==> config.mk <==
export PLATFORM = sky130hd
export DESIGN_NAME = restore_sign_h_flat
export DESIGN_NICKNAME = d
export VERILOG_FILES = /design/src/rtl/filter_pkg.sv /design/src/rtl/restore_sign_h_if.sv /design/src/rtl/restore_sign_fifo.sv /design/src/rtl/restore_sign_h.sv /design/src/flat_wrapper.sv
export SDC_FILE = /design/constraint.sdc
export NUM_CORES = 1
export LEC_CHECK = 0
export ABC_CLOCK_PERIOD_IN_PS = 3550
export CAP_MARGIN = 40
export CORE_UTILIZATION = 59
export DETAILED_ROUTE_END_ITERATION = 10
export GPL_TIMING_DRIVEN = 1
export PLACE_DENSITY = 0.85
export SETUP_SLACK_MARGIN = 0.4
export SLEW_MARGIN = 20
export SYNTH_ARGS = -nofsm -noshare
export SYNTH_HDL_FRONTEND = slang
export SYNTH_SLANG_ARGS = --single-unit
==> constraint.sdc <==
create_clock -name clk -period 3.55 [get_ports clk]
set_input_delay 0.71 -clock clk [delete_from_list [all_inputs] [get_ports clk]]
set_output_delay 0.71 -clock clk [all_outputs]
set_load 0.005 [all_outputs]
==> src/rtl/filter_pkg.sv <==
// Shared constants and sample bundle for the magnitude-domain filter chain.
// Default sample width, signed range limits and the {sat, data} pair.
package filter_pkg;

  localparam int FILT_W = 16;

  localparam logic [FILT_W-1:0] MAXP =
    {1'b0, {(FILT_W-1){1'b1}}};
  localparam logic [FILT_W-1:0] MINN =
    {1'b1, {(FILT_W-1){1'b0}}};

  typedef struct packed {
    logic              sat;
    logic [FILT_W-1:0] data;
  } sample_t;

endpackage

==> src/rtl/restore_sign_h_if.sv <==
// Sample stream bundle: sign-magnitude in, two's complement out.
// master drives samples and out_ready, slave is the converter.
interface restore_sign_h_if #(
  parameter int WIDTH = filter_pkg::FILT_W
) ();

  logic [WIDTH-1:0] datain;
  logic             signin;
  logic             in_valid;
  logic             in_ready;
  logic [WIDTH-1:0] dataout;
  logic             sat_out;
  logic             out_valid;
  logic             out_ready;

  modport master (
    output datain, signin, in_valid, out_ready,
    input  in_ready, dataout, sat_out, out_valid
  );

  modport slave (
    input  datain, signin, in_valid, out_ready,
    output in_ready, dataout, sat_out, out_valid
  );

endinterface

==> src/rtl/restore_sign_fifo.sv <==
// Small register FIFO with a registered head word.
// in_ready comes from a register, so it never sees out_ready.
module restore_sign_fifo #(
  parameter int DW    = 17,
  parameter int DEPTH = 2
) (
  input  logic          clk,
  input  logic          rst_n,
  input  logic          i_push,
  input  logic [DW-1:0] i_wdata,
  input  logic          i_pop,
  output logic [DW-1:0] o_rdata,
  output logic          o_valid,
  output logic          o_ready
);

  localparam int PW = (DEPTH > 1) ? $clog2(DEPTH) : 1;
  localparam int CW = $clog2(DEPTH + 1);

  logic [DW-1:0] r_mem [DEPTH];
  logic [PW-1:0] r_wr;
  logic [PW-1:0] r_rd;
  logic [CW-1:0] r_cnt;
  logic [DW-1:0] r_head;
  logic          r_ready;

  logic [PW-1:0] w_wr_nxt;
  logic [PW-1:0] w_rd_nxt;
  logic [CW-1:0] w_cnt_nxt;
  logic          w_push;
  logic          w_pop;

  assign w_push = i_push & r_ready;
  assign w_pop  = i_pop & (r_cnt != '0);

  assign w_wr_nxt =
    (r_wr == PW'(DEPTH - 1)) ? '0 : r_wr + 1'b1;
  assign w_rd_nxt =
    (r_rd == PW'(DEPTH - 1)) ? '0 : r_rd + 1'b1;

  // next occupancy from push/pop combination
  always_comb begin
    w_cnt_nxt = r_cnt;
    unique case (1'b1)
      (w_push & ~w_pop): w_cnt_nxt = r_cnt + 1'b1;
      (~w_push & w_pop): w_cnt_nxt = r_cnt - 1'b1;
      default:           w_cnt_nxt = r_cnt;
    endcase
  end

  // pointers, occupancy and registered ready
  always_ff @(posedge clk or negedge rst_n) begin
    if (!rst_n) begin
      r_wr    <= '0;
      r_rd    <= '0;
      r_cnt   <= '0;
      r_ready <= 1'b0;
    end else begin
      if (w_push) r_wr <= w_wr_nxt;
      if (w_pop)  r_rd <= w_rd_nxt;
      r_cnt   <= w_cnt_nxt;
      r_ready <= (w_cnt_nxt != CW'(DEPTH));
    end
  end

  // storage write
  always_ff @(posedge clk or negedge rst_n) begin
    if (!rst_n) begin
      for (int i = 0; i < DEPTH; i++) r_mem[i] <= '0;
    end else if (w_push) begin
      r_mem[r_wr] <= i_wdata;
    end
  end

  // head word: bypass on push to empty or to a draining single entry
  always_ff @(posedge clk or negedge rst_n) begin
    if (!rst_n) begin
      r_head <= '0;
    end else if (w_push && r_cnt == '0) begin
      r_head <= i_wdata;
    end else if (w_pop) begin
      if (r_cnt == CW'(1)) begin
        if (w_push) r_head <= i_wdata;
      end else begin
        r_head <= r_mem[w_rd_nxt];
      end
    end
  end

  assign o_rdata = r_head;
  assign o_valid = (r_cnt != '0);
  assign o_ready = r_ready;

endmodule

==> src/rtl/restore_sign_h.sv <==
// Sign-magnitude to two's complement with saturation,
// output buffering and a sticky saturation event counter.
module restore_sign_h
  import filter_pkg::*;
#(
  parameter int WIDTH = FILT_W,
  parameter int DEPTH = 2,
  parameter int CNT_W = 8
) (
  input  logic             clk,
  input  logic             rst_n,
  restore_sign_h_if.slave  bus,
  input  logic             sat_clr,
  output logic [CNT_W-1:0] sat_cnt
);

  typedef struct packed {
    logic             sat;
    logic [WIDTH-1:0] data;
  } samp_t;

  localparam logic [WIDTH-1:0] L_MAXP =
    {1'b0, {(WIDTH-1){1'b1}}};
  localparam logic [WIDTH-1:0] L_MINN =
    {1'b1, {(WIDTH-1){1'b0}}};

  samp_t            w_conv;
  samp_t            w_head;
  logic             w_big_p;
  logic             w_big_n;
  logic             w_in_ready;
  logic             w_out_valid;
  logic             w_acc;
  logic             w_sat_acc;
  logic [CNT_W-1:0] r_cnt;

  assign w_big_p = bus.datain[WIDTH-1];
  assign w_big_n = (bus.datain > L_MINN);

  // convert at push; negative zero folds through ~0+1
  always_comb begin
    w_conv = '0;
    unique case (1'b1)
      (~bus.signin & ~w_big_p): begin
        w_conv.data = bus.datain;
      end
      (~bus.signin & w_big_p): begin
        w_conv.data = L_MAXP;
        w_conv.sat  = 1'b1;
      end
      (bus.signin & ~w_big_n): begin
        w_conv.data = (~bus.datain) + WIDTH'(1);
      end
      (bus.signin & w_big_n): begin
        w_conv.data = L_MINN;
        w_conv.sat  = 1'b1;
      end
      default: w_conv = '0;
    endcase
  end

  restore_sign_fifo #(
    .DW    (WIDTH + 1),
    .DEPTH (DEPTH)
  ) u_fifo (
    .clk     (clk),
    .rst_n   (rst_n),
    .i_push  (bus.in_valid),
    .i_wdata (w_conv),
    .i_pop   (bus.out_ready),
    .o_rdata (w_head),
    .o_valid (w_out_valid),
    .o_ready (w_in_ready)
  );

  assign w_acc     = bus.in_valid & w_in_ready;
  assign w_sat_acc = w_acc & w_conv.sat;

  // saturation events counted at accept, sticky at all-ones
  always_ff @(posedge clk or negedge rst_n) begin
    if (!rst_n) begin
      r_cnt <= '0;
    end else if (sat_clr) begin
      r_cnt <= {{(CNT_W-1){1'b0}}, w_sat_acc};
    end else if (w_sat_acc && r_cnt != '1) begin
      r_cnt <= r_cnt + 1'b1;
    end
  end

  assign bus.in_ready  = w_in_ready;
  assign bus.out_valid = w_out_valid;
  assign bus.dataout   = w_head.data;
  assign bus.sat_out   = w_head.sat;
  assign sat_cnt       = r_cnt;

endmodule

==> src/flat_wrapper.sv <==
// flat-port wrapper written by rule: the top's interface ports become plain ports
module restore_sign_h_flat import filter_pkg::*;
#(
  parameter int WIDTH = FILT_W,
  parameter int DEPTH = 2,
  parameter int CNT_W = 8
)
  (clk, rst_n, sat_clr, sat_cnt, bus_datain, bus_signin, bus_in_valid, bus_out_ready, bus_in_ready, bus_dataout, bus_sat_out, bus_out_valid);
  restore_sign_h_if #(.WIDTH(WIDTH)) bus_i ();
  input  logic clk;
  input  logic rst_n;
  input  logic sat_clr;
  output logic [CNT_W-1:0] sat_cnt;
  input wire logic [$bits(bus_i.datain)-1:0] bus_datain;
  input wire logic [$bits(bus_i.signin)-1:0] bus_signin;
  input wire logic [$bits(bus_i.in_valid)-1:0] bus_in_valid;
  input wire logic [$bits(bus_i.out_ready)-1:0] bus_out_ready;
  output wire logic [$bits(bus_i.in_ready)-1:0] bus_in_ready;
  output wire logic [$bits(bus_i.dataout)-1:0] bus_dataout;
  output wire logic [$bits(bus_i.sat_out)-1:0] bus_sat_out;
  output wire logic [$bits(bus_i.out_valid)-1:0] bus_out_valid;
  assign bus_i.datain = bus_datain;
  assign bus_i.signin = bus_signin;
  assign bus_i.in_valid = bus_in_valid;
  assign bus_i.out_ready = bus_out_ready;
  assign bus_in_ready = bus_i.in_ready;
  assign bus_dataout = bus_i.dataout;
  assign bus_sat_out = bus_i.sat_out;
  assign bus_out_valid = bus_i.out_valid;
  restore_sign_h #(.WIDTH(WIDTH), .DEPTH(DEPTH), .CNT_W(CNT_W)) u_core (.clk(clk), .rst_n(rst_n), .bus(bus_i), .sat_clr(sat_clr), .sat_cnt(sat_cnt));
endmodule
==> flow_summary.ini, run 1 <==
[routing]
wl_per_cell_um = 17.4
vias = 3163
met3_length_um = 446
met1_length_mm = 3.74
wl_mm = 8.83
met2_length_mm = 4.45
viasPerCell = 6.23
firstDrtPassIters = 5
top_layer_used = met4
antenna_left = 0
drc = 0
dr.first_iter.drc_count = 227

[synth]
netlist_instances = 382
synth-async-reset-ratio_pct = 100
synth_top_area_share_pct = 45.5
synth_simple_gate_area_share_pct = 19.9
yosys.area.top_type = dfrtp_1
ys_seq_area_share_pct = 45.5
yosysUniqueCellTypes = 59
synth_area_mm2 = 0.00352
ys_seq_elements = 64
syn_nets = 410
synth_edf_count = 0
synth_top_family_by_area = compound AO/OA/AOI/OAI gates
synthMuxAreaShare_pct = 5.93
yosysWarnings = 0
synth_adder_area_share_pct = 2.13
synth_compound_area_share_pct = 21.9
syn_avg_cell_area_um2 = 9.22
synth_area_leaders = dfrtp_1 45%, nand2_1 6.7%, mux2i_1 3.7%
synthXorXnorAreaFrac_pct = 0.746
synthFlopType = dfrtp_1

[placed_design]
placedCellCount = 492
gp_congestion = 0.922
dp_slack_ns = 0.276
dp_hpwl_mm = 6.14
port_buffers = 48
place_area_mm2 = 0.00410

[clock_network]
post_cts_buffers = 0
cts_made_buffers = 9
cts_root_buf = clkbuf_8
worstSkewPairLatency_ns = 0.34
clk_pin_slew_worst_paths_ns = 0.07
cts.htree.levels = 3
cts_tree = done
cts_buffer_depth = 2
hold_buffers = 0
ctsResizeCount = 0
cts_sinks = 64

[timing]
fin_ws_ns = 0.594
whs_ns = 0.259
layout_min_cycle_time_ns = 2.96
slew_violations = 0
fmax_ghz = 0.338
setup_violations = 0
tightest_slew_ns = 0.617
finalCritPeriodShare_pct = 83.3
setup_tns_ns = 0
relSlewSlack_pct = 58.3
rsz0062_at_grt = false
clock_skew_ns = 0.00681
final_hold_viol_count = 0

[finish]
multi_input_area_mm2 = 0.00178
seq_area_mm2 = 0.00160
final_cell_mix = 64 x dfrtp_1, 63 x nand2_1, 47 x clkdlybuf4s50_1
nFillCells = 377
post-route-util_pct = 76.9
final_area_mm2 = 0.00434
final_nets = 460
final_common_cell = dfrtp_1
syn2layout_area_growth_pct = 23.2
layout.cells.non_filler = 508
n_antenna_cell = 0
drive_above_1_share_pct = 10.8

[global_route]
first_global_vias = 3200
grt_max_degree = 65
grt_pass1_wl_mm = 15.0
grt-ovfl-total = 0
grt_usage_pct = 30.9
antenna_found_initial = 0

[setup_path]
worst-r2r-setup-slack_ns = 1.43
cp_data_required_time_ns = 3.81
startpoint_type = primary input
endpoint_kind = flip-flop
cp_slowest_cell = nor3b_4
cp.arrival_ns = 3.21
crit_path_cell_trace = clkdlybuf4s50_1 -> inv_1 -> ha_1 -> nor3b_4 -> nand4_4 -> and2_1 -> a311o_1 -> o221ai_2
path_max_fanout = 13
cpPeakStageDelay_ns = 0.54
criticalPathCategory = primary input to flip-flop

[die]
die_h_um = 79.3
core_area_mm2 = 0.00564
ios = 49
die_area_mm2 = 0.00628
rows = 27
fp.dieW_um = 79.3
initial_core_util_pct = 62.4

[status]
status = completed

[flow_run]
drv_cap = 0

[hold_path]
hold_path.class = primary input to asynchronous set/reset pin

[power_and_ir_drop]
vdd_ir_drop_max_uv = 462
totalPowerFinal_mw = 3.42
p_leak_nw = 1.84
power.density_mw_per_mm2 = 789
power breakdown:
group,leakage (nW),internal (mW),switching [mW]
clock,0.101,0.388,0.278
combinational,0.947,0.704,0.790
sequential,0.795,1.05,0.211
total,1.84,2.14,1.28
registers in the layout (all words and copies together) (netlist names):
register and count:
u_core.sat_cnt 8, u_core.u_fifo.o_rdata 17, u_core.u_fifo.o_ready 1, u_core.u_fifo.r_cnt 2
u_core.u_fifo.r_mem 34, u_core.u_fifo.r_rd 1, u_core.u_fifo.r_wr 1
layer usage:
metal / up-vias / global-route usage [%]
li1: 1496 / -
met1: 1553 / 37.0
met2: 94 / 53.3
met3: 20 / 5.75
met4: 0 / 14.9
met5: - / 0
cell families after synthesis:
group	count (synthesis)
XOR/XNOR	3
AO/OA/AOI/OAI	119
multiplexers	20
buffers and inverters	34
flip-flops	64
adder cells (fa/ha/maj)	6
AND/OR/NAND/NOR	136
worst max-delay path: cells and delay by family:
family | cells | cell delay [ns]
AOI/OAI and AO/OA | 2 | 0.52
and+or+nand+nor | 3 | 1.13
buffers and inverters | 2 | 0.65
adders and majority gates | 1 | 0.21
Yosys cell counts (all sizes together) (6+ instances only):
cell	number
o21ai	41
nand4	8
a21oi	26
ha	6
mux2	7
nor2b	6
inv	12
buf	9
a211oi	6
o221ai	6
dfrtp	64
mux2i	13
o31ai	6
nand2	63
nor3	8
nor2	23
nand3	10
clkbuf	12
worst paths after layout:
check                                        start                  endpoint  cells after the start
setup / recovery                     bus_datain[0]  u_core.u_fifo.o_rdata[9]                      8
hold / removal                               rst_n  u_core.u_fifo.o_rdata[3]                      2
setup reg to reg            u_core.u_fifo.r_cnt[0]  u_core.u_fifo.o_rdata[8]                      7
hold reg to reg            u_core.u_fifo.r_mem[29]   u_core.u_fifo.r_mem[29]                      2
max in group asynchronous                    rst_n    u_core.u_fifo.r_mem[8]                      3
min in group clk           u_core.u_fifo.r_mem[29]   u_core.u_fifo.r_mem[29]                      2
layout make-up:
class | count | area share (%)
clock buffers | 9 | 2.85
clock inverters | 6 | 1.96
inverters | 13 | 1.12
multi-input cells | 284 | 41.1
flip-flops and latches | 64 | 36.9
well taps | 72 | 2.08
repair buffers | 60 | 14.0
Power figures use the tool's default switching activity.
==> inputs of run 2 (changes only) <==
--- a/config.mk
+++ b/config.mk
@@ -5,12 +5,12 @@
 export SDC_FILE = /design/constraint.sdc
 export NUM_CORES = 1
 export LEC_CHECK = 0
-export ABC_CLOCK_PERIOD_IN_PS = 3550
+export ABC_CLOCK_PERIOD_IN_PS = 2400
 export CAP_MARGIN = 40
-export CORE_UTILIZATION = 59
+export CORE_UTILIZATION = 50
 export DETAILED_ROUTE_END_ITERATION = 10
 export GPL_TIMING_DRIVEN = 1
-export PLACE_DENSITY = 0.85
+export PLACE_DENSITY = 0.77
 export SETUP_SLACK_MARGIN = 0.4
 export SLEW_MARGIN = 20
 export SYNTH_ARGS = -nofsm -noshare
==> constraint.sdc (replaced) <==
create_clock -name clk -period 2.4 [get_ports clk]
set_input_delay 0.48 -clock clk [delete_from_list [all_inputs] [get_ports clk]]
set_output_delay 0.48 -clock clk [all_outputs]
set_load 0.005 [all_outputs]
==> flow_summary.ini, run 2 (same netlist as run 1, synthesis figures left out) <==
[finish]
final_nets = 501
top_register = u_core.u_fifo.r_mem
post-route-util_pct = 69.9
largest_register_ffs = 34
n_antenna_cell = 0
nFillCells = 527
final_common_cell = dfrtp_1
syn2layout_area_growth_pct = 34.7
drive_above_1_share_pct = 21.4
final_cell_mix = 64 x dfrtp_1, 62 x nand2_1, 47 x buf_4

[power_and_ir_drop]
switching_share_pct = 37.7
power.density_mw_per_mm2 = 1060
power.switching_mw = 1.90
p_seq_share_pct = 36.2
totalPowerFinal_mw = 5.04
clkPwrFrac_pct = 16.4
intPower_mw = 3.14
combPwrFrac_pct = 47.4
vdd_ir_drop_max_uv = 401
p_leak_nw = 2.11

[global_route]
grt-ovfl-total = 0
grt_max_degree = 32
first_global_vias = 3116
antenna_found_initial = 0
grt_usage_pct = 27.0
grt_pass1_wl_mm = 15.4

[die]
ios = 49
fp.dieW_um = 85.9
core_area_mm2 = 0.00679
rows = 30
die_area_mm2 = 0.00738
die_h_um = 85.9
initial_core_util_pct = 51.8

[timing]
rsz0062_at_grt = true
tightest_slew_ns = 0.602
setup_violations = 0
clock_skew_ns = 0.00919
final_hold_viol_count = 0
finalCritPeriodShare_pct = 80.7
fmax_ghz = 0.516
slew_violations = 0
relSlewSlack_pct = 59.9
layout_min_cycle_time_ns = 1.94

[setup_path]
cp.arrival_ns = 2.19
cp_slowest_cell = nor3b_4
cp_data_required_time_ns = 2.66
cpPeakStageDelay_ns = 0.31
worst-r2r-setup-slack_ns = 0.51
rr_endpoint = u_core.sat_cnt[5]
r2r-start = u_core.sat_cnt[0]
endpoint_kind = flip-flop
path_max_fanout = 6
r2r_cells = 7
startpoint_type = primary input
crit_path_cell_trace = clkdlybuf4s15_1 -> inv_1 -> ha_2 -> nor3b_4 -> nand4_4 -> and2_4 -> a211o_1 -> o221ai_1
criticalPathCategory = primary input to flip-flop

[clock_network]
clk_pin_slew_worst_paths_ns = 0.07
cts_made_buffers = 9
worstSkewPairLatency_ns = 0.34
cts_tree = done
cts.htree.levels = 3
cts_sinks = 64
cts_buffer_depth = 2
cts_root_buf = clkbuf_8
hold_buffers = 0

[flow_run]
drv_cap = 0

[placed_design]
gp_congestion = 0.882
port_buffers = 48
dp_hpwl_mm = 6.56

[routing]
wl_per_cell_um = 16.6
drc = 0
antenna_left = 0
vias = 3383
dr.first_iter.drc_count = 273
wl_mm = 9.49
firstDrtPassIters = 5
viasPerCell = 5.90

[status]
status = completed

[hold_path]
hold_path.class = primary input to asynchronous set/reset pin
## run 2: cell count changes in the layout (fill, tap and decap cells not counted), sizes merged
cell and change:
buf +41, clkdlybuf4s50 -15, dlygate4sd2 +6, dlymetal6s2s +6
clkbuf +3, clkdlybuf4s15 +3, bufinv -2, clkinvlp -1
## run 2: worst max path at each step
| stage | start | end | slack (ns) | cells after the start |
|---|---|---|---|---|
| after floorplan | bus_datain[0] | u_core.u_fifo.r_mem[27] | 0.43 | 7 |
| after global placement | bus_datain[0] | u_core.u_fifo.o_rdata[4] | -0.04 | 10 |
| after detailed placement | bus_datain[0] | u_core.u_fifo.o_rdata[1] | -0.1 | 10 |
| after CTS | bus_datain[11] | u_core.u_fifo.o_rdata[9] | 0.40 | 6 |
| after global routing | bus_datain[1] | u_core.u_fifo.o_rdata[7] | 0.38 | 8 |
| final | bus_datain[0] | u_core.u_fifo.o_rdata[7] | 0.46 | 8 |
## run 2: area by class of cell
cell class                      instances  area [um2]  area share (%)
Clock buffer                           12         155            3.27
Clock inverter                          3        17.5           0.369
Inverter                               13        50.0            1.05
Multi-Input combinational cell        284        1870            39.4
Sequential cell                        64        1600            33.7
Tap cell                               96         120            2.53
Timing Repair Buffer                  101         930            19.6
## run 2: power by group through the flow
stage | clock (mW) | sequential (mW) | combinational [mW]
floorplan | 0 | 1.78 | 1.36
global placement | 0 | 1.81 | 2.23
detailed placement | 0 | 1.84 | 2.31
CTS | 0.835 | 1.82 | 2.36
global route | 0.886 | 1.87 | 2.63
finish | 0.828 | 1.82 | 2.39
## run 2: stage by stage
| stage | cell area, um2 | setup WS (ns) | hold WS, ns | cells | TNS (ns) |
|---|---|---|---|---|---|
| final | 4750 | 0.462 | 0.139 | 573 | 0 |
| after detailed placement | 4400 | -0.0976 | 0.467 | 550 | -0.750 |
| after floorplan | 3520 | 0.431 | 0.184 | 382 | 0 |
| after global placement | 4400 | -0.0380 | 0.456 | 550 | -0.111 |
| after CTS | 4650 | 0.403 | 0.158 | 566 | 0 |
| after global routing | 4750 | 0.379 | 0.200 | 573 | 0 |
## run 2: repair_timing
action	CTS	global route
resized for setup	27	14
gates cloned	0	0
setup endpoints to repair	36	24
pin swaps	10	15
buffers inserted	1	7
## run 2: routing by layer
metal	global-route usage, %	wire (um)	vias to the layer above
met1	38.4	4270	1629
met4	11.1	208	0
met5	0	0	-
met3	4.43	537	22
li1	-	-	1583
met2	41.3	4470	149
## run 2: critical path: cells and delay by family
family / cells / cell delay [ns]
simple gates: 3 / 0.78
compound gates: 2 / 0.52
buf+inv: 2 / 0.24
fa+ha+maj: 1 / 0.18
==> inputs of run 3 (changes only) <==
--- a/config.mk
+++ b/config.mk
@@ -5,12 +5,12 @@
 export SDC_FILE = /design/constraint.sdc
 export NUM_CORES = 1
 export LEC_CHECK = 0
-export ABC_CLOCK_PERIOD_IN_PS = 2400
+export ABC_CLOCK_PERIOD_IN_PS = 1800
 export CAP_MARGIN = 40
-export CORE_UTILIZATION = 50
+export CORE_UTILIZATION = 55
 export DETAILED_ROUTE_END_ITERATION = 10
 export GPL_TIMING_DRIVEN = 1
-export PLACE_DENSITY = 0.77
+export PLACE_DENSITY = 0.8
 export SETUP_SLACK_MARGIN = 0.4
 export SLEW_MARGIN = 20
 export SYNTH_ARGS = -nofsm -noshare
==> constraint.sdc (replaced) <==
create_clock -name clk -period 1.8 [get_ports clk]
set_input_delay 0.36 -clock clk [delete_from_list [all_inputs] [get_ports clk]]
set_output_delay 0.36 -clock clk [all_outputs]
set_load 0.005 [all_outputs]
==> flow_summary.ini, run 3 <==
[status]
status = stopped before the end
stop_stage = global routing
toolErrorMsg = [ERROR DPL-0038] Utilization greater than 100%, impossible to legalize

[placed_design]
port_buffers = 48
dp_hpwl_mm = 7.06
gp_congestion = 0.904

[clock_network]
cts_made_buffers = 9
cts_root_buf = clkbuf_8
cts.htree.levels = 3
hold_buffers = 0
cts_buffer_depth = 2
cts_sinks = 64

[synth]
synth-async-reset-ratio_pct = 100
netlist_instances = 382
ys_seq_elements = 64
syn_nets = 410
synth_top_area_share_pct = 45.5
synthFlopType = dfrtp_1
yosysWarnings = 0
synth_area_mm2 = 0.00352
yosys.area.top_type = dfrtp_1
yosysUniqueCellTypes = 59
ys_top_cells_by_count = 64 x dfrtp_1, 63 x nand2_1, 26 x o21ai_0, 25 x a21oi_1, 23 x nor2_1
syn_avg_cell_area_um2 = 9.22
synth_edf_count = 0
synth.most_common_cell = dfrtp_1
ys_seq_area_share_pct = 45.5
synth_area_leaders = dfrtp_1 45%, nand2_1 6.7%, mux2i_1 3.7%

[die]
die_h_um = 82.0
fp.dieW_um = 82.0
ios = 49
initial_core_util_pct = 58.1
rows = 28

[global_route]
grt_max_degree = 65

[timing]
grt_worst_setup_endpoint = u_core.sat_cnt[1]$_DFFE_PN0P_/D
endpoint_type = register input
run 3: cell counts after synthesis:
No cell type changed its count.
run 3: logic make-up after synthesis:
kind of cell | count (synthesis) | synth area share [%]
buffers and inverters | 34 | 3.94
muxes | 20 | 5.93
DFF | 64 | 45.5
xor gates and xnor gates | 3 | 0.746
AOI/OAI and AO/OA | 119 | 21.9
adders and majority gates | 6 | 2.13
and+or+nand+nor | 136 | 19.9
run 3: per-stage QoR:
step | instance area, um2 | setup TNS, ns | worst slack, ns | instances
after CTS | 5730 | 0 | 0.101 | 615
after detailed placement | 4740 | -31.30 | -0.703 | 556
after global placement | 4740 | -28.34 | -0.623 | 556
after floorplan | 3690 | 0 | 0.0456 | 382
run 3: what timing repair did:
| action | 4_1_cts |
|---|---|
| setup buffers | 40 |
| resized for setup | 207 |
| pin swaps | 71 |
| setup endpoints to repair | 89 |
| cloned | 3 |
==> inputs of run 4 (changes only) <==
--- a/config.mk
+++ b/config.mk
@@ -7,11 +7,10 @@
 export LEC_CHECK = 0
 export ABC_CLOCK_PERIOD_IN_PS = 1800
 export CAP_MARGIN = 40
-export CORE_UTILIZATION = 55
+export CORE_UTILIZATION = 40
 export DETAILED_ROUTE_END_ITERATION = 10
 export GPL_TIMING_DRIVEN = 1
-export PLACE_DENSITY = 0.8
-export SETUP_SLACK_MARGIN = 0.4
+export PLACE_DENSITY_LB_ADDON = 0.15
 export SLEW_MARGIN = 20
 export SYNTH_ARGS = -nofsm -noshare
 export SYNTH_HDL_FRONTEND = slang
==> flow_summary.ini, run 4 (same netlist as run 1, synthesis figures left out) <==
[global_route]
grt-ovfl-total = 0
grt_usage_pct = 23.0
grt_pass1_wl_mm = 15.9
first_global_vias = 3173
antenna_found_initial = 0
grt_max_degree = 65

[power_and_ir_drop]
vdd_ir_drop_max_uv = 485
p_leak_nw = 2.32
power.density_mw_per_mm2 = 1370
totalPowerFinal_mw = 7.03

[clock_network]
cts_buffer_depth = 2
clk_pin_slew_worst_paths_ns = 0.07
hold_buffers = 0
worstSkewPairLatency_ns = 0.33
cts_root_buf = clkbuf_8
cts_tree = done
cts_sinks = 64
cts_made_buffers = 9
cts.htree.levels = 3

[routing]
firstDrtPassIters = 4
dr.first_iter.drc_count = 156
drc = 0
wl_mm = 9.65
vias = 3384
antenna_left = 0
wl_per_cell_um = 15.6
viasPerCell = 5.48

[placed_design]
dp_hpwl_mm = 7.12
placedCellCount = 595
port_buffers = 48
gp_congestion = 0.912

[die]
fp.dieW_um = 95.8
rows = 33
initial_core_util_pct = 42.0
ios = 49
die_h_um = 95.8
die_area_mm2 = 0.00918
core_area_mm2 = 0.00838

[timing]
final_hold_viol_count = 0
setup_tns_ns = 0
tightest_slew_ns = 0.351
fmax_ghz = 0.569
relSlewSlack_pct = 76.6
rsz0062_at_grt = true
finalCritPeriodShare_pct = 97.7
clock_skew_ns = 0.00961
layout_min_cycle_time_ns = 1.76
slew_violations = 0
setup_violations = 0

[setup_path]
cp.arrival_ns = 2.01
cp_data_required_time_ns = 2.05
endpoint_kind = flip-flop
startpoint_type = primary input
path_max_fanout = 10
worst-r2r-setup-slack_ns = 0.09
criticalPathCategory = primary input to flip-flop

[finish]
post-route-util_pct = 61.4
layout.cells.non_filler = 618
top_register = u_core.u_fifo.r_mem
final_common_cell = buf_4
drive_above_1_share_pct = 31.0
final_nets = 537
syn2layout_area_growth_pct = 46.2
largest_register_ffs = 34
final_cell_mix = 78 x buf_4, 64 x dfrtp_1, 63 x nand2_1
n_antenna_cell = 0

[status]
status = completed

[flow_run]
drv_cap = 0

[hold_path]
hold_path.class = primary input to asynchronous set/reset pin
run 4: final cells by class:
| cell class | instances | area [um2] |
|---|---|---|
| Fill cell | 741 | 3230 |
| Multi-Input combinational cell | 284 | 1960 |
| Sequential cell | 64 | 1600 |
| Timing Repair Buffer | 137 | 1220 |
| Clock buffer | 11 | 141 |
| Tap cell | 105 | 131 |
| Inverter | 13 | 48.8 |
| Clock inverter | 4 | 45.0 |
run 4: timing repair:
| action | 4_1_cts | 5_1_grt |
|---|---|---|
| cloned | 0 | 0 |
| buffers inserted | 5 | 3 |
| endpoints found under the setup margin | 53 | 38 |
| gates resized for setup | 34 | 28 |
| pin swaps | 11 | 12 |
run 4: power breakdown:
| group | internal (mW) | total (mW) | switching (mW) |
|---|---|---|---|
| clock network | 0.663 | 1.18 | 0.518 |
| registers | 2.07 | 2.40 | 0.331 |
| logic | 1.79 | 3.45 | 1.66 |
| total | 4.53 | 7.03 | 2.51 |
run 4: routing by layer:
layer  wire, um  global-route usage, %  up-vias  share of wire [%]
met5          0                      0        -                  0
met4         59                   5.97        0               0.61
met3        423                   4.03        7                4.4
met2       4470                   36.2       96                 46
met1       4690                   32.6     1636                 49
li1           -                      -     1645                  -
run 4: through the flow:
| stage | setup slack (ns) | cell area, um2 | hold slack [ns] |
|---|---|---|---|
| after global placement | -0.567 | 4730 | 0.401 |
| final | 0.0413 | 5150 | 0.0227 |
| after floorplan | 0.00680 | 3550 | 0.0644 |
| after CTS | -0.0304 | 5050 | 0.0350 |
| after global routing | -0.0514 | 5150 | 0.0379 |
| after detailed placement | -0.654 | 4730 | 0.399 |
run 4: critical path, stage by stage:
cell and delay [ns]:
clkdlybuf4s50_1 0.45, buf_4 0.20, and2_1 0.25, and2_4 0.21, a311o_1 0.37, o221ai_2 0.17
run 4: path summary, 6_finish.rpt:
path,startpoint,end,cells past startpoint
worst max-delay path,bus_datain[15],u_core.u_fifo.o_rdata[9],6
worst min-delay path,rst_n,u_core.u_fifo.o_rdata[1],2
worst max register to register,u_core.sat_cnt[0],u_core.sat_cnt[7],7
worst min register to register,u_core.u_fifo.r_mem[2],u_core.u_fifo.r_mem[2],2
max in group asynchronous,rst_n,u_core.u_fifo.o_rdata[10],2
min in group clk,u_core.u_fifo.r_mem[2],u_core.u_fifo.r_mem[2],2
==> patch 1 (config.mk and constraints of run 4) <==
`DEPTH` is set to 2 in 3 places; all go to 4.
--- a/src/rtl/restore_sign_fifo.sv
+++ b/src/rtl/restore_sign_fifo.sv
@@ -3,5 +3,5 @@
 module restore_sign_fifo #(
   parameter int DW    = 17,
-  parameter int DEPTH = 2
+  parameter int DEPTH = 4
 ) (
   input  logic          clk,
--- a/src/rtl/restore_sign_h.sv
+++ b/src/rtl/restore_sign_h.sv
@@ -5,5 +5,5 @@
 #(
   parameter int WIDTH = FILT_W,
-  parameter int DEPTH = 2,
+  parameter int DEPTH = 4,
   parameter int CNT_W = 8
 ) (
--- a/src/flat_wrapper.sv
+++ b/src/flat_wrapper.sv
@@ -3,5 +3,5 @@
 #(
   parameter int WIDTH = FILT_W,
-  parameter int DEPTH = 2,
+  parameter int DEPTH = 4,
   parameter int CNT_W = 8
 )
Function: changed (a bounded check fails within 4 cycles, from zero or initial values and one cycle with rst_n low).
==> patch 1 against run 4 <==
- the flow now finishes with violations (negative setup slack)
- sequential cell count up 37
- area after synthesis up 45%
- via count up 29%
- final cell count up 32%
- count of clock-buffer cells in the layout down 2
- combinational power up 72%
- power up 67%
- routed wire length up 38%
- worst setup slack worse by 0.094 ns
- die area up 44%
- clock skew down 0.0064 ns
- final area up 40%
- highest routed layer unchanged
==> patch 1: results (changes against run 4) <==
- Drt total wl: 13,300 um (was 9648 um)
- DR iter-0 viols: 218 (was 156)
- # port buffers: 48 (unchanged)
- Ys Warns: 0 (unchanged)
- Top cells by count, synth: 101 x dfrtp_1, 92 x nand2_1, 89 x o21ai_0, 22 x clkbuf_1, 18 x nor2_1 (was 64 x dfrtp_1, 63 x nand2_1, 26 x o21ai_0, 25 x a21oi_1, 23 x nor2_1)
- Worst-path clk slew: 0.07 ns (about the same)
- H-tree levels: 3 (unchanged)
- Post-synthesis adder-cell area fraction: 0.03184 (was 0.02131)
- RD Place Congestion: 0.8761 (was 0.9123)
- 1st-pass router iterations: 4 (unchanged)
- Clock Tree Buf Depth: 2 (unchanged)
- CTS buffer count: 9 (unchanged)
- Largest net degree at the start of global routing: 43 (was 65)
- Status: finished with violations (was complete, no violations)
- Post-synth top flop: dfrtp_1 (unchanged)
- Initial antenna violation count: 0 (unchanged)
- Final setup viols: 13 (was 0)
- Synth async-reset ratio: 1.000 (unchanged)
- Syn nets: 543 (was 410)
- Number of global-route vias before repair: 4,369 (was 3,173)
- Met1 usage: 0.3172 (was 0.3263)
- Sequential share of the synthesized area: 0.4947 (was 0.4547)
- Most flops, register: u_core.u_fifo.r_mem (unchanged)
- Crit-path leading delay family: multiplexers (was buffers and inverters)
- GRT Total Usage: 0.2220 (was 0.2298)
- Netlist cell types: 60 (was 59)
- Post-Synth XOR/XNOR Area: 0.003429 (was 0.007460)
- Mean Syn Cell Area: 10.06 um2 (was 9.220 um2)
- Met2 GRT Util: 0.3446 (was 0.3619)
- Nets: 680 (was 537)
- CTS Root Cell: clkbuf_16 (was clkbuf_8)
- Slew HR: 0.7142 (was 0.7658)
- Inserted Diodes: 0 (unchanged)
- Leak: 3.184 nW (was 2.319 nW)
- Share of layout cells above drive strength 1: 0.3231 (was 0.3099)
- Vias per std cell: 5.346 (was 5.476)
- CP max-delay cell: mux4_2 (was clkdlybuf4s50_1)
- Post-synthesis mux area share: 0.09405 (was 0.05933)
- HPWL after detailed placement: 9697 um (was 7120 um)
- VDD IR max: 738.1 uV (was 485.4 uV)
- Final WS setup: -0.05264 ns (was 0.04126 ns)
- Critical-path maximum fanout: 10 (unchanged)
- Compound-Gate Fraction of Synth Area: 0.1871 (was 0.2188)
- First-pass GRT wire length: 22,370 um (was 15,950 um)
- Met3 usage: 0.04217 (was 0.04028)
- Top cells by area, synth: dfrtp_1 49%, o21ai_0 8.7%, mux4_2 7.5% (was dfrtp_1 45%, nand2_1 6.7%, mux2i_1 3.7%)
- Min-Delay Path Class: reg -> reg (was in -> async)
- Max reg flops: 68 (was 34)
- Clock Latency Late Sink: 0.35 ns (was 0.33 ns)
- Failing checks: negative setup slack
- Worst endpoint data arrival time: 2.08 ns (was 2.01 ns)
- Layout Skew: 0.003252 ns (was 0.009615 ns)
- Largest stage delay, worst path: 0.49 ns (was 0.45 ns)
==> patch 1: report_power, final <==
part           internal (mW)  switching (mW)  total [mW]  leakage (nW)
sequential              3.26           0.512        3.77          1.27
clock                   1.21           0.851        2.06         0.151
combinational           3.25            2.69        5.94          1.76
total                   7.72            4.06        11.8          3.18
==> patch 1: final timing paths <==
| path | cells past startpoint | to | start | slack, ns |
|---|---|---|---|---|
| max reg2reg | 7 | u_core.u_fifo.o_rdata[4] | u_core.u_fifo.r_rd[1] | -0.05 |
| min in group asynchronous | 2 | u_core.u_fifo.o_rdata[9] | rst_n | 0.49 |
| min | 2 | u_core.u_fifo.r_mem[58] | u_core.u_fifo.r_mem[58] | 0.48 |
| min reg2reg | 2 | u_core.u_fifo.r_mem[58] | u_core.u_fifo.r_mem[58] | 0.48 |
| max in group asynchronous | 3 | u_core.sat_cnt[1] | rst_n | 0.73 |
| max | 7 | u_core.u_fifo.o_rdata[4] | u_core.u_fifo.r_rd[1] | -0.05 |
==> patch 1: worst register-to-register path, delay by kind of cell (launching register included) <==
family / cells / cell delay (ns)
mux: 1 / 0.49
buf+inv: 2 / 0.31
fa+ha+maj: 1 / 0.20
flops: 1 / 0.39
simple gates: 1 / 0.10
compound gates: 2 / 0.26
==> patch 1: routing by layer <==
layer | part of all wire | wire (um) | vias up
met2 | 0.45 | 6031 | 94
li1 | - | - | 2121
met3 | 0.040 | 530 | 12
met1 | 0.49 | 6531 | 2146
met4 | 0.016 | 208 | 0
met5 | 0 | 0 | -
==> patch 1: cells by family (layout without fill, tap and decap cells) <==
group / count (synthesis) / after routing
xor+xnor: 2 / 2
buf+inv: 44 / 186
compound gates: 159 / 159
simple gates: 163 / 163
mux: 26 / 26
fa+ha+maj: 13 / 13
flops: 101 / 101
==> patch 1: through the flow <==
stage | cell area (um2) | setup slack [ns] | setup TNS (ns) | power (mW) | std cells
finish | 7221 | -0.05264 | -0.3971 | 11.78 | 818
global route | 7221 | -0.1487 | -1.616 | 12.61 | 818
CTS | 7114 | -0.08478 | -0.6479 | 11.73 | 814
detailed placement | 6680 | -0.9078 | -56.60 | 9.452 | 793
global placement | 6680 | -0.8115 | -53.50 | 9.266 | 793
floorplan | 5224 | -0.1227 | -1.643 | 6.919 | 508
==> patch 1: cell type report <==
class,instances,area [um2]
fillers,1076,4991
multi-input cells,363,2663
well taps,168,210.2
repair buffers,156,1435
inverters,14,70.07
flip-flops and latches,101,2527
clock inverters,7,90.09
clock buffers,9,225.2
==> patch 1: timing repair <==
action                                  in CTS  in global routing
hold buffers                                 1                  0
endpoints found under the setup margin      90                 73
gates resized for setup                     49                 41
setup buffers                                4                  4
endpoints found under the hold margin       29                  0
pin swaps                                   10                 16
==> patch 2 (config.mk and constraints of run 4) <==
Made on the original files. Make the reset (`rst_n`) synchronous in 4 clocked blocks.
--- a/src/rtl/restore_sign_fifo.sv
+++ b/src/rtl/restore_sign_fifo.sv
@@ -50,5 +50,5 @@
 
   // pointers, occupancy and registered ready
-  always_ff @(posedge clk or negedge rst_n) begin
+  always_ff @(posedge clk) begin
     if (!rst_n) begin
       r_wr    <= '0;
@@ -65,5 +65,5 @@
 
   // storage write
-  always_ff @(posedge clk or negedge rst_n) begin
+  always_ff @(posedge clk) begin
     if (!rst_n) begin
       for (int i = 0; i < DEPTH; i++) r_mem[i] <= '0;
@@ -74,5 +74,5 @@
 
   // head word: bypass on push to empty or to a draining single entry
-  always_ff @(posedge clk or negedge rst_n) begin
+  always_ff @(posedge clk) begin
     if (!rst_n) begin
       r_head <= '0;
--- a/src/rtl/restore_sign_h.sv
+++ b/src/rtl/restore_sign_h.sv
@@ -78,5 +78,5 @@
 
   // saturation events counted at accept, sticky at all-ones
-  always_ff @(posedge clk or negedge rst_n) begin
+  always_ff @(posedge clk) begin
     if (!rst_n) begin
       r_cnt <= '0;
Check against the original RTL: differs if rst_n is asserted again (counterexample within 4 cycles, from zero or initial values and one cycle with rst_n low); with rst_n held inactive, the same outputs for 10 cycles.
==> patch 2 against run 4 <==
- final area up 5.3%
- sequential share of layout area down 1.1 points
- critical path depth up 2
- the flow now finishes with violations (negative setup slack)
- sequential cell count unchanged
- area after synthesis down 2.5%
- worst setup slack worse by 0.13 ns
- routed wire length up 4.8%
- critical endpoint is now u_core.u_fifo.r_mem[0][6]
Power is not compared: it rests on default switching activity, and its combinational part moved more than twofold at a synthesized area within 25%.
==> patch 2: results (changes against run 4) <==
- Status: finished with violations (was complete, no violations)
- Failing checks: negative setup slack
- Netlist cell types: 60 (was 59)
- Largest net degree at the start of global routing: 18 (was 65)
- Top cells by count, synth: 48 x nor2_1, 36 x nand2_1, 34 x edfxtp_1, 30 x dfxtp_1 (was 64 x dfrtp_1, 63 x nand2_1, 26 x o21ai_0, 25 x a21oi_1, 23 x nor2_1)
- Number of global-route vias before repair: 3,216 (was 3,173)
- Worst endpoint data arrival time: 2.10 ns (was 2.01 ns)
- # port buffers: 48 (unchanged)
- CTS Root Cell: clkbuf_8 (unchanged)
- Sequential share of the synthesized area: 0.4720 (was 0.4547)
- Inserted Diodes: 0 (unchanged)
- Final WS setup: -0.08514 ns (was 0.04126 ns)
- Ys Warns: 0 (unchanged)
- Clock Latency Late Sink: 0.35 ns (was 0.33 ns)
- Fin Setup TNS: -1.111 ns (was 0 ns)
- Synth async-reset ratio: 0 (was 1.000)
- VDD IR max: 312.1 uV
- Vias per std cell: 5.386 (was 5.476)
- Initial antenna violation count: 0 (unchanged)
- Critical-path maximum fanout: 6 (was 10)
- EDFF count, synth: 34 (was 0)
- DR iter-0 viols: 131 (was 156)
- Slew HR: 0.7133 (was 0.7658)
- Leak: about 2.1 nW
- Layout Skew: 0.008239 ns (was 0.009615 ns)
- HPWL after detailed placement: 7236 um (was 7120 um)
- Gate Count Post-Synth: 366 (was 382)
- Most flops, register: u_core.u_fifo.r_mem (unchanged)
- Cell Count Post-Placement: 593 (was 595)
- Min-Delay Path Class: reg -> reg (was in -> async)
- Worst-path clk slew: 0.07 ns (about the same)
- Placed cell area: 4740 um2 (was 4733 um2)
- 1st-pass router iterations: 4 (unchanged)
- Vias: 3,366 (was 3,384)
- Syn nets: 394 (was 410)
- Pre-CTS WS: -0.7008 ns (was -0.6539 ns)
- Clock Tree Buf Depth: 2 (unchanged)
- Max reg flops: 34 (unchanged)
- Final setup viols: 22 (was 0)
- Drt total wl: 10,110 um (was 9648 um)
- Share of layout cells above drive strength 1: 0.3904 (was 0.3099)
- H-tree levels: 3 (unchanged)
- First-pass GRT wire length: 15,710 um (was 15,950 um)
- GRT Total Usage: 0.2332 (was 0.2298)
- RD Place Congestion: 0.9019 (was 0.9123)
- Nets: 543 (was 537)
- Top cells by area, synth: edfxtp_1 30%, dfxtp_1 17%, mux2i_1 5.8% (was dfrtp_1 45%, nand2_1 6.7%, mux2i_1 3.7%)
- CTS buffer count: 9 (unchanged)
-- patch 2: critical path: stages --
cell,delay (ns)
buf_6,0.09
or3_4,0.37
or4_4,0.49
buf_12,0.17
o211ai_4,0.29
buf_6,0.15
nand2b_4,0.08
nor2_1,0.09
-- patch 2: cell families (layout without fill, tap and decap cells) --
group                    after synthesis  in the layout  share of synthesized area
AO/OA/AOI/OAI                         85             85                     0.1748
multiplexers                          21             21                    0.06154
buffers and inverters                 25            179                    0.02986
flip-flops                            64             64                     0.4720
XOR/XNOR                               5              5                    0.01275
AND/OR/NAND/NOR                      160            160                     0.2272
adder cells (fa/ha/maj)                6              6                    0.02185
-- patch 2: worst paths after layout --
check / from / end / slack, ns / cells past startpoint
max: bus_datain[10] / u_core.u_fifo.r_mem[0][6] / -0.09 / 8
min: u_core.u_fifo.o_rdata[11] / u_core.u_fifo.o_rdata[11] / 0.46 / 2
max reg2reg: u_core.sat_cnt[1] / u_core.sat_cnt[3] / 0.12 / 5
min reg2reg: u_core.u_fifo.o_rdata[11] / u_core.u_fifo.o_rdata[11] / 0.46 / 2
-- patch 2: routing by layer --
layer	up-vias	GRT usage	share of wire
met3	15	0.03462	0.036
met4	0	0.09091	0.018
met2	84	0.3963	0.49
met1	1607	0.2972	0.45
li1	1660	-	-
met5	-	0	0
-- patch 2: layout make-up --
| type | instances | area (um2) |
|---|---|---|
| Clock buffer | 9 | 123.9 |
| Clock inverter | 7 | 46.29 |
| Fill cell | 683 | 2836 |
| Inverter | 10 | 37.54 |
| Multi-Input combinational cell | 277 | 2103 |
| Sequential cell | 64 | 1624 |
| Tap cell | 105 | 131.4 |
| Timing Repair Buffer | 153 | 1355 |
-- patch 2: what timing repair did --
| item | in CTS | in global routing |
|---|---|---|
| gates resized for setup | 82 | 43 |
| hold endpoints to repair | 0 | 0 |
| cloned | 1 | 0 |
| setup buffers | 9 | 6 |
| pin swaps | 39 | 25 |
| hold buffers | 0 | 0 |
| endpoints found under the setup margin | 59 | 53 |
-- patch 2: power breakdown --
part	internal (mW)	total (mW)	leakage [nW]	switching (mW)
Sequential	1.63	1.67	0.601	0.0373
Clock	0.498	1.09	0.0835	0.591
Combinational	0.401	0.803	1.43	0.402
Total	2.53	3.56	2.11	1.03
-- patch 2: per-stage QoR --
step | hold WS, ns | power [mW]
after floorplan | 0.4487 | 1.992
after global placement | 0.4456 | 2.385
after detailed placement | 0.4464 | 2.400
after CTS | 0.4530 | 3.537
after global routing | 0.4838 | 3.703
final | 0.4553 | 3.558
